$ cat src/rtl/qupls4_pkg.sv
// Shared types and constants for the Qupls4 data-cache port arbiter.
package qupls4_pkg;

   localparam int DPORT_NREQ       = 4;
   localparam int DPORT_NPORTS     = 2;
   localparam int DPORT_PAYLOAD_W  = 128;
   localparam int DPORT_MAX_OUT    = 2;
   localparam int DPORT_STARVE_LIM = 8;
   localparam int DPORT_SRC_W      = $clog2(DPORT_NREQ);
   localparam int DPORT_AGE_W      = 4;

   typedef logic [DPORT_SRC_W-1:0] dport_src_t;

   typedef enum logic [DPORT_SRC_W-1:0] {
      DPR_MEM0,
      DPR_MEM1,
      DPR_PTW,
      DPR_SBUF
   } dport_rid_e;

   typedef struct packed {
      logic [63:0] addr;
      logic [3:0]  size;
      logic [7:0]  opcode;
      logic [7:0]  lsq_idx;
      logic [43:0] rsvd;
   } dport_req_t;

endpackage

$ cat src/rtl/qupls4_rr_pick.sv
// Round-robin find-first starting at rr, overridden by the
// lowest-index starved eligible requester.
module qupls4_rr_pick #(
   parameter int N = 4,
   parameter int W = (N > 1) ? $clog2(N) : 1
) (
   input  logic [N-1:0] elig_i,
   input  logic [N-1:0] starved_i,
   input  logic [W-1:0] rr_i,
   output logic [W-1:0] win_o,
   output logic         found_o
);

   logic [N-1:0] stv;
   int           idx;

   assign stv = elig_i & starved_i;

   // Scanning downward leaves the first hit in win_o.
   always_comb begin
      win_o   = '0;
      idx     = 0;
      found_o = |elig_i;
      if (|stv) begin
         for (int i = N - 1; i >= 0; i--)
            if (stv[i]) win_o = W'(i);
      end else begin
         for (int i = N - 1; i >= 0; i--) begin
            idx = (int'(rr_i) + i) % N;
            if (elig_i[idx]) win_o = W'(idx);
         end
      end
   end

endmodule

$ cat src/rtl/qupls4_dport_arb.sv
// Shares the data-cache ports among the memory scheduler slots,
// the page-table walker and the store-buffer drain.
module qupls4_dport_arb
   import qupls4_pkg::*;
#(
   parameter int NREQ       = DPORT_NREQ,
   parameter int NPORTS     = DPORT_NPORTS,
   parameter int PAYLOAD_W  = DPORT_PAYLOAD_W,
   parameter int MAX_OUT    = DPORT_MAX_OUT,
   parameter int STARVE_LIM = DPORT_STARVE_LIM,
   parameter int SRC_W      = $clog2(NREQ),
   parameter int CNT_W      = $clog2(MAX_OUT + 1)
) (
   input  logic                        clk,
   input  logic                        rst,
   input  logic                        flush_i,
   input  logic [NREQ-1:0]             req_v_i,
   input  logic [NREQ-1:0]             req_p0only_i,
   input  logic [NREQ*PAYLOAD_W-1:0]   req_payload_i,
   output logic [NREQ-1:0]             req_rdy_o,
   output logic [NPORTS-1:0]           port_v_o,
   output logic [NPORTS*PAYLOAD_W-1:0] port_payload_o,
   output logic [NPORTS*SRC_W-1:0]     port_src_o,
   input  logic [NPORTS-1:0]           port_rdy_i,
   input  logic [NPORTS-1:0]           port_done_i,
   output logic [NPORTS*CNT_W-1:0]     out_cnt_o
);

   logic [SRC_W-1:0]       rr_q, rr_d;
   logic [DPORT_AGE_W-1:0] age_q [NREQ];
   logic [DPORT_AGE_W-1:0] age_d [NREQ];
   logic [NREQ-1:0]        starve;
   logic [NPORTS-1:0]      gnt;
   logic [SRC_W-1:0]       win [NPORTS];

   for (genvar p = 0; p < NPORTS; p++) begin : g_port
      logic [NREQ-1:0]      tk_in, tk_out, elig, onehot;
      logic [SRC_W-1:0]     w;
      logic                 found, free_p, hs, dn;
      logic                 v_q;
      logic [PAYLOAD_W-1:0] pay_q;
      logic [SRC_W-1:0]     src_q;
      logic [CNT_W-1:0]     cnt_q, cnt_d;

      // Later ports only see requesters not already granted.
      if (p == 0) begin : g_first
         assign tk_in = '0;
         assign elig  = req_v_i;
      end else begin : g_next
         assign tk_in = g_port[p-1].tk_out;
         assign elig  = req_v_i & ~req_p0only_i & ~tk_in;
      end

      qupls4_rr_pick #(
         .N (NREQ),
         .W (SRC_W)
      ) u_pick (
         .elig_i    (elig),
         .starved_i (starve),
         .rr_i      (rr_q),
         .win_o     (w),
         .found_o   (found)
      );

      assign free_p = (!v_q || port_rdy_i[p])
                   && ((int'(cnt_q) + int'(v_q)) < MAX_OUT)
                   && !flush_i && !rst;
      assign hs     = v_q && port_rdy_i[p];
      assign dn     = port_done_i[p] && (cnt_q != '0 || hs);

      always_comb begin
         onehot    = '0;
         onehot[w] = free_p && found;
      end

      assign tk_out = tk_in | onehot;
      assign gnt[p] = free_p && found;
      assign win[p] = w;

      always_comb begin
         cnt_d = cnt_q;
         if (hs && !dn)      cnt_d = cnt_q + 1'b1;
         else if (dn && !hs) cnt_d = cnt_q - 1'b1;
      end

      always_ff @(posedge clk) begin
         if (rst) begin
            v_q   <= 1'b0;
            pay_q <= '0;
            src_q <= '0;
            cnt_q <= '0;
         end else begin
            if (gnt[p]) begin
               v_q   <= 1'b1;
               pay_q <= req_payload_i[w*PAYLOAD_W +: PAYLOAD_W];
               src_q <= w;
            end else if (port_rdy_i[p] || flush_i) begin
               v_q   <= 1'b0;
            end
            cnt_q <= cnt_d;
         end
      end

      a_done_uflow: assert property (@(posedge clk) disable iff (rst)
         !(port_done_i[p] && cnt_q == '0 && !hs));

      assign port_v_o[p]                          = v_q;
      assign port_payload_o[p*PAYLOAD_W +: PAYLOAD_W] = pay_q;
      assign port_src_o[p*SRC_W +: SRC_W]         = src_q;
      assign out_cnt_o[p*CNT_W +: CNT_W]          = cnt_q;
   end

   assign req_rdy_o = g_port[NPORTS-1].tk_out;

   always_comb begin
      for (int r = 0; r < NREQ; r++)
         starve[r] = int'(age_q[r]) >= STARVE_LIM;
   end

   always_comb begin
      rr_d = rr_q;
      for (int p = 0; p < NPORTS; p++)
         if (gnt[p])
            rr_d = (int'(win[p]) == NREQ - 1) ? '0 : win[p] + 1'b1;
      for (int r = 0; r < NREQ; r++) begin
         age_d[r] = '0;
         if (!flush_i && req_v_i[r] && !req_rdy_o[r])
            age_d[r] = (&age_q[r]) ? age_q[r] : age_q[r] + 1'b1;
      end
   end

   always_ff @(posedge clk) begin
      if (rst) begin
         rr_q <= '0;
         for (int r = 0; r < NREQ; r++) age_q[r] <= '0;
      end else begin
         rr_q <= rr_d;
         for (int r = 0; r < NREQ; r++) age_q[r] <= age_d[r];
      end
   end

endmodule
$ cat config.mk
export PLATFORM = sky130hd
export DESIGN_NAME = qupls4_dport_arb
export DESIGN_NICKNAME = d
export VERILOG_FILES = /design/src/rtl/qupls4_pkg.sv /design/src/rtl/qupls4_rr_pick.sv /design/src/rtl/qupls4_dport_arb.sv
export SDC_FILE = /design/constraint.sdc
export NUM_CORES = 1
export LEC_CHECK = 0
export BUFFER_PORTS_ARGS = -buffer_cell sky130_fd_sc_hd__buf_2
export CORE_AREA = 10 10 298 300
export DETAILED_ROUTE_END_ITERATION = 12
export DIE_AREA = 0 0 308 310
export HOLD_SLACK_MARGIN = 0.03
export SYNTH_ARGS = -nofsm -noshare
export SYNTH_HDL_FRONTEND = slang
export SYNTH_SLANG_ARGS = --single-unit
$ cat constraint.sdc
create_clock -name clk -period 8.2 [get_ports clk]
set_input_delay 0.41 -clock clk [delete_from_list [all_inputs] [get_ports clk]]
set_output_delay 0.41 -clock clk [all_outputs]
set_load 0.02 [all_outputs]
### Word-level counts from Yosys, hierarchy flattened

Memory sizes are Yosys's and may differ from the RTL's.
Cells that the tools add are included.

| storage, ports and cells | value |
|---|---|
| output and inout port bits | 270 |
| memories kept | 1 |
| RAM bits | 16 |
| logic and storage cells | 192 |
| input bits | 527 |
| bits in registers | 268 |

Memories:

| name | words | bits a word | read ports | clocked after memory_dff | write ports | RTL line | RTL |
|---|---|---|---|---|---|---|---|
| age_q | 4 | 4 | 4 | 0 | 4 | qupls4_dport_arb.sv:30 | `logic [DPORT_AGE_W-1:0] age_q [NREQ];` |

| cells by class | value |
|---|---|
| bitwise gates (word level) | 16 |
| magnitude comparators | 14 |
| reductions and logical operators | 62 |
| shift operators | 2 |
| add/sub/neg operators | 15 |
| eq/ne operators | 2 |
| multiplexer cells | 71 |

Operators with widths:

| kind | count |
|---|---|
| indexed part select 512 x 10 -> 128 bit | 2 |
| two-way mux 2 bit | 26 |
| two-way mux 4 bit | 12 |
| logical AND 1 bit | 26 |
| bitwise AND 4 bit | 6 |
| two-way mux 1 bit | 23 |
| adder 4 x 1 -> 4 bit, second input constant | 4 |
| binary-select mux 1 bit (select 2 bit) | 8 |
| >= comparator 4 bit, second input constant | 4 |
| AND reduction 4 bit | 4 |
| OR reduction 4 bit | 4 |
| nonzero test 2 bit | 7 |
| zero test 1 bit | 12 |
| less-than comparator 3 x 4 -> 1 bit, second input constant | 3 |
| adder 2 x 1 -> 2 bit, second input constant | 5 |
| less-than comparator 2 x 3 -> 1 bit, second input constant | 3 |
| NOT 4 bit | 2 |
| adder 2 x 1 -> 3 bit | 2 |
| logical OR 1 bit | 6 |
| less-than comparator 3 x 2 -> 1 bit, second input constant | 2 |
| OR reduction 2 bit | 3 |
| adder 2 bit, second input constant | 2 |
| demux 1 bit (select 2 bit) | 2 |
| equality test 2 x 1 -> 1 bit, second input constant | 2 |
| other kinds (5) | 12 |

### Depth between registers and ports, before layout

| logic depth | value |
|---|---|
| depth after elaboration | 36 |
| mapped depth | 20 |
| mapped depth without buffers | 17 |

### Cells and area by module

A second synthesis with hierarchy kept.

| unflattened totals | value |
|---|---|
| cells, all modules | 1673 |
| area, all modules | 16613.4 µm² |

By module, submodules not included:

| module | cells each | times used | sequential area each (µm²) | area each (µm²) |
|---|---|---|---|---|
| qupls4_dport_arb | 1619 | 1 | 5685.5 | 16265.6 |
| qupls4_rr_pick | 27 | 2 | 0.0 | 173.9 |

### Worst setup path before layout

No wires, ideal clock.

| path | value |
|---|---|
| kind | input to register |
| from | input req_v_i[3] |
| to | memory age_q[2][2] |
| required time | 8.127 ns |
| buffers on the path | 5 |
| arrival time | 4.173 ns |
| path slack | 3.954 ns |
| setup time | 0.073 ns |
| stages | 20 |
| cell sequence | buf_2 a22oi_1 o311ai_1 a221o_1 and2_1 buf_4 inv_2 clkbuf_1 ha_1 a211oi_1 a21oi_1 nand2_1 o211ai_2 inv_2 buf_4 buf_2 ha_1 a22o_1 or4_4 nor3_2 |

RTL lines:

| element | RTL line | RTL |
|---|---|---|
| start, declared | qupls4_dport_arb.sv:17 | `input logic [NREQ-1:0] req_v_i,` |
| end, declared | qupls4_dport_arb.sv:30 |  |

### Worst setup path in the final report

| path | value |
|---|---|
| from | register rr_q[1] |
| to | output req_rdy_o[3] |

| on the way | value |
|---|---|
| word-level cells in the longest chain between the ends | 30 |
| elaborated cells on any way between the ends | 58 |
| classes of those cells | add/sub: 3; order compare: 4; mux: 40; bitwise: 6; reduce/logical: 5 |

Ends and longest elaborated chain:

| element | RTL line | RTL |
|---|---|---|
| start, declared | qupls4_dport_arb.sv:29 | `logic [SRC_W-1:0] rr_q, rr_d;` |
| start signal, assigned | qupls4_dport_arb.sv:137 | `rr_q <= rr_d;` |
| adder 2 bit | qupls4_rr_pick.sv:29 | `idx = (int'(rr_i) + i) % N;` |
| binary-select mux 1 bit (select 2 bit) | qupls4_rr_pick.sv:30 | `if (elig_i[idx]) win_o = W'(idx);` |
| two-way mux 1 bit (implied by the code) (2 in a row) | qupls4_rr_pick.sv:30 |  |
| two-way mux 2 bit (4 in a row) | qupls4_rr_pick.sv:30 |  |
| two-way mux 2 bit | qupls4_rr_pick.sv:24 | `if (\|stv) begin` |
| less-than comparator 2 x 3 -> 1 bit (implied by the code) / >= comparator 2 x 1 -> 1 bit (equally long branches) | qupls4_dport_arb.sv:73 | `onehot[w] = free_p && found;` |
| logical AND 1 bit | qupls4_dport_arb.sv:73 |  |
| two-way mux 1 bit (implied by the code) | qupls4_dport_arb.sv:73 |  |
| [... 11 more ...] | n/a |  |
| two-way mux 2 bit * | qupls4_rr_pick.sv:24 |  |
| net g_port[1].u_pick.win_o[0] | qupls4_rr_pick.sv:10 | `output logic [W-1:0] win_o,` |
| less-than comparator 2 x 3 -> 1 bit (implied by the code) / >= comparator 2 x 1 -> 1 bit (equally long branches) | qupls4_dport_arb.sv:73 |  |
| logical AND 1 bit | qupls4_dport_arb.sv:73 |  |
| two-way mux 1 bit (implied by the code) | qupls4_dport_arb.sv:73 |  |
| demux 1 bit (select 2 bit) * | qupls4_dport_arb.sv:73 |  |
| bitwise AND 4 bit (no source line) * | n/a |  |
| bitwise OR 4 bit * | qupls4_dport_arb.sv:76 | `assign tk_out = tk_in \| onehot;` |
| end, declared | qupls4_dport_arb.sv:20 | `output logic [NREQ-1:0] req_rdy_o,` |

Mark *: on every way through the listed nets, which the timed path passes. The rest lies on a longest branch. The select of a mux whose other input is x is not followed.

==> reports/results.tsv <==
stage	metric	value	unit
setup_path	critPathMaxStageDelay	0.79	ns
sta	tightest_slew	1.040	ns
logic_synthesis	synth_xor_area_share	0.2023	%
setup_path	path_cells	nor2_1 -> o311ai_1 -> o221a_4 -> inv_8 -> ha_1 -> a211oi_1 -> a21oi_1 -> nand3_1 -> a21oi_2 -> nor2_8 -> inv_2 -> ha_1 -> a22o_1 -> buf_2	
global_route	grt_pass1_wl	132200	um
sta	skew	0.01465	ns
clock_tree	root_buffer	clkbuf_16	
route	vias	20670	
clock_tree	clock_sinks	284	
logic_synthesis	synth_ff_type	dfxtp_1	
floorplanning	fp.dieH	310	um
global_route	grt_pass1_vias	19790	
clock_tree	h-tree-depth	2	
sta	min_period	5.990	ns
sta	clock.fmax	166.9	MHz
setup_path	required	7.79	ns
setup_path	critical_path.endpoint_type	output port	
setup_path	timing.critical_path.mode_cell	ha_1	
logic_synthesis	yosys.area_share.simple	28.51	%
layout	area_growth	34.82	%
route	wire_per_inst	22.50	um
setup_path	critPathLaunchType	register	
layout	fin_util	28.17	%
layout	final_common_cell	buf_2	
route	ant_nets	0	
logic_synthesis	syn-num-nets	2916	
global_route	grt_use_total	18.12	%
worst_hold_path	hold_class	input port to register	
clock_tree	clk_path_buf_depth	3	
sta	report.final.slew_viol_count	0	
sta	setup_viol	0	
clock_tree	clkTransAtPathRegs	0.06	ns
setup_path	worst_ep_arrival_time	5.58	ns
setup_path	critical_path.slowest_cell	o221a_4	
placement	port_buffers	796	
logic_synthesis	synth_edf_count	0	
sta	finalSetupTns	0	ns
placement	finalWeightedCongestion	0.9206	
clock_tree	ctsResizeCount	0	
layout	layout.nets	3569	
logic_synthesis	netlist_area	17320	um2
layout	drive_above_1_share	29.83	%
sta	finalHoldViolCount	0	
route	drc_errors	0	
logic_synthesis	yosysWarnings	0	
placement	place_hpwl	69040	um
route	wirelength	93610	um
logic_synthesis	postSynth.asyncResetShare	0	%
sta	period_share	73.05	%
route	viasPerCell	4.968	
logic_synthesis	ys_seq_area_share	32.82	%
floorplanning	rows	106	
global_route	overflow	0	
clock_tree	cts_made_buffers	39	
logic_synthesis	synth_area_per_cell	7.290	um2
clock_tree	cts_tree	built	
floorplanning	core-area	82890	um2
floorplanning	ioPinCount	797	
clock_tree	insertion_delay	0.55	ns
power_and_ir_drop	p_leak	11.69	nW
clock_tree	post_cts.repair.setup_buffers	0	
logic_synthesis	synth_cells	2376	
logic_synthesis	synth_seq_cells	284	
setup_path	critPathMaxFanout	118	
setup_path	crit_type	register to output port	
floorplanning	die_area	95480	um2
job	cap_violations	0	
logic_synthesis	synth_top_family_by_area	simple AND/OR/NAND/NOR gates	
route	first_iter_violations	1552	
sta	max_slew_margin	30.64	%
power_and_ir_drop	vdd_drop_max	0.1264	mV
logic_synthesis	synth.area.mux_share	14.97	%
layout	num-fill-cells	9141	
floorplanning	start_util	20.90	%
logic_synthesis	yosysUniqueCellTypes	62	
sta	rsz0062_at_grt	no	
global_route	antenna_found_initial	28	
global_route	grt_max_degree	119	
layout	final_cell_mix	795 x buf_2, 670 x nand2_1, 395 x nand3_1	
power_and_ir_drop	pwr_density_cell	215.1	nW/um2
floorplanning	die_w	308	um
route	dr.pass1.iters	5	
logic_synthesis	synth_adder_area_share	0.9390	%
run_status	run_status	finished clean	
clock_tree	hold_buffers	0	
logic_synthesis	synth-compound-area-share	16.84	%
## state kept, by name (all words and copies together), names as in the netlist
register and count:
age_q 16, g_port.v_q 2, g_port.src_q 4, g_port.pay_q 256, rr_q 2, g_port.cnt_q 4
## path summary, 6_finish.rpt
kind	start	endpoint	slack, ns	depth (start not counted)
max reg2reg	rr_q[1]$_SDFFE_PP0P_	g_port[1].pay_q[54]$_SDFFE_PP0P_	2.71	14
max	rr_q[1]$_SDFFE_PP0P_	req_rdy_o[3]	2.21	14
min	req_payload_i[394]	g_port[1].pay_q[10]$_SDFFE_PP0P_	0.20	3
min reg2reg	g_port[1].pay_q[99]$_SDFFE_PP0P_	g_port[1].pay_q[99]$_SDFFE_PP0P_	0.44	1
## synthesized netlist by cell type (3+ instances only)
cell | count | area (um2)
nand2_1 | 671 | 2519
nand3_1 | 395 | 1977
dfxtp_1 | 284 | 5685
mux2i_1 | 259 | 2592
a21oi_1 | 139 | 695.7
clkbuf_1 | 136 | 510.5
a21o_1 | 119 | 893.4
o22ai_1 | 115 | 719.4
nor2_1 | 36 | 135.1
buf_2 | 28 | 140.1
buf_4 | 26 | 195.2
inv_1 | 17 | 63.81
buf_1 | 16 | 60.06
ha_1 | 13 | 162.7
o221ai_1 | 13 | 113.9
a211oi_1 | 9 | 67.56
nand2b_1 | 8 | 50.05
nor3_1 | 8 | 40.04
o21ai_0 | 7 | 35.03
a22o_1 | 4 | 35.03
a31oi_1 | 4 | 25.02
and2_1 | 4 | 25.02
inv_2 | 4 | 15.01
nor2b_1 | 4 | 25.02
xnor2_1 | 4 | 35.03
a211oi_2 | 3 | 37.54
a22oi_1 | 3 | 22.52
nor3_2 | 3 | 30.03
or4_4 | 3 | 33.78
## worst max-delay path, delay by kind of cell (launching register included)
family | cells | cell delay [ns]
buffers and inverters | 3 | 0.79
adders and majority gates | 2 | 0.68
AOI/OAI and AO/OA | 6 | 1.97
DFF | 1 | 0.59
and+or+nand+nor | 3 | 0.81
## routing by layer
metal / GRT usage, % / routed length [um] / up-vias
li1: - / - / 9635
met1: 22.09 / 37440 / 9826
met2: 29.24 / 43330 / 1023
met3: 5.757 / 9081 / 178
met4: 7.486 / 3747 / 4
met5: 0 / 23 / -
## cell families (layout without fill, tap and decap cells)
kind of cell	count (synthesis)	in the layout
adder cells (fa/ha/maj)	13	13
other	0	23
flip-flops	284	284
multiplexers	259	259
XOR/XNOR	4	4
AND/OR/NAND/NOR	1145	1145
buffers and inverters	228	909
AO/OA/AOI/OAI	443	443
## metrics by stage
step           hold WS (ns)  setup WS (ns)  cell area (um2)  cells  total power [mW]
5_1_grt              0.1795          1.925            23340   4155             5.276
3_3_place_gp         0.4277          2.903            22000   4068             3.270
6_report             0.1974          2.210            23350   4160             5.023
3_5_place_dp         0.4336          2.840            22000   4068             3.286
2_1_floorplan        0.4998          3.954            17320   2376             2.660
4_1_cts              0.1467          2.317            23290   4137             5.080
## where the power goes
| group | internal, mW | leakage [nW] | switching [mW] |
|---|---|---|---|
| Clock | 1.06 | 0.641 | 0.701 |
| Combinational | 0.572 | 8.73 | 1.09 |
| Sequential | 1.52 | 2.32 | 0.0854 |
## area by class of cell
class | instances | area, um2 | area share (%)
diodes | 23 | 57.56 | 0.2465
clock buffers | 53 | 1131 | 4.844
clock inverters | 16 | 160.2 | 0.6858
inverters | 22 | 100.1 | 0.4286
multi-input cells | 1864 | 10690 | 45.76
flip-flops and latches | 284 | 5685 | 24.35
well taps | 1080 | 1351 | 5.787
repair buffers | 818 | 4180 | 17.90
(Power assumes the default switching activity.)
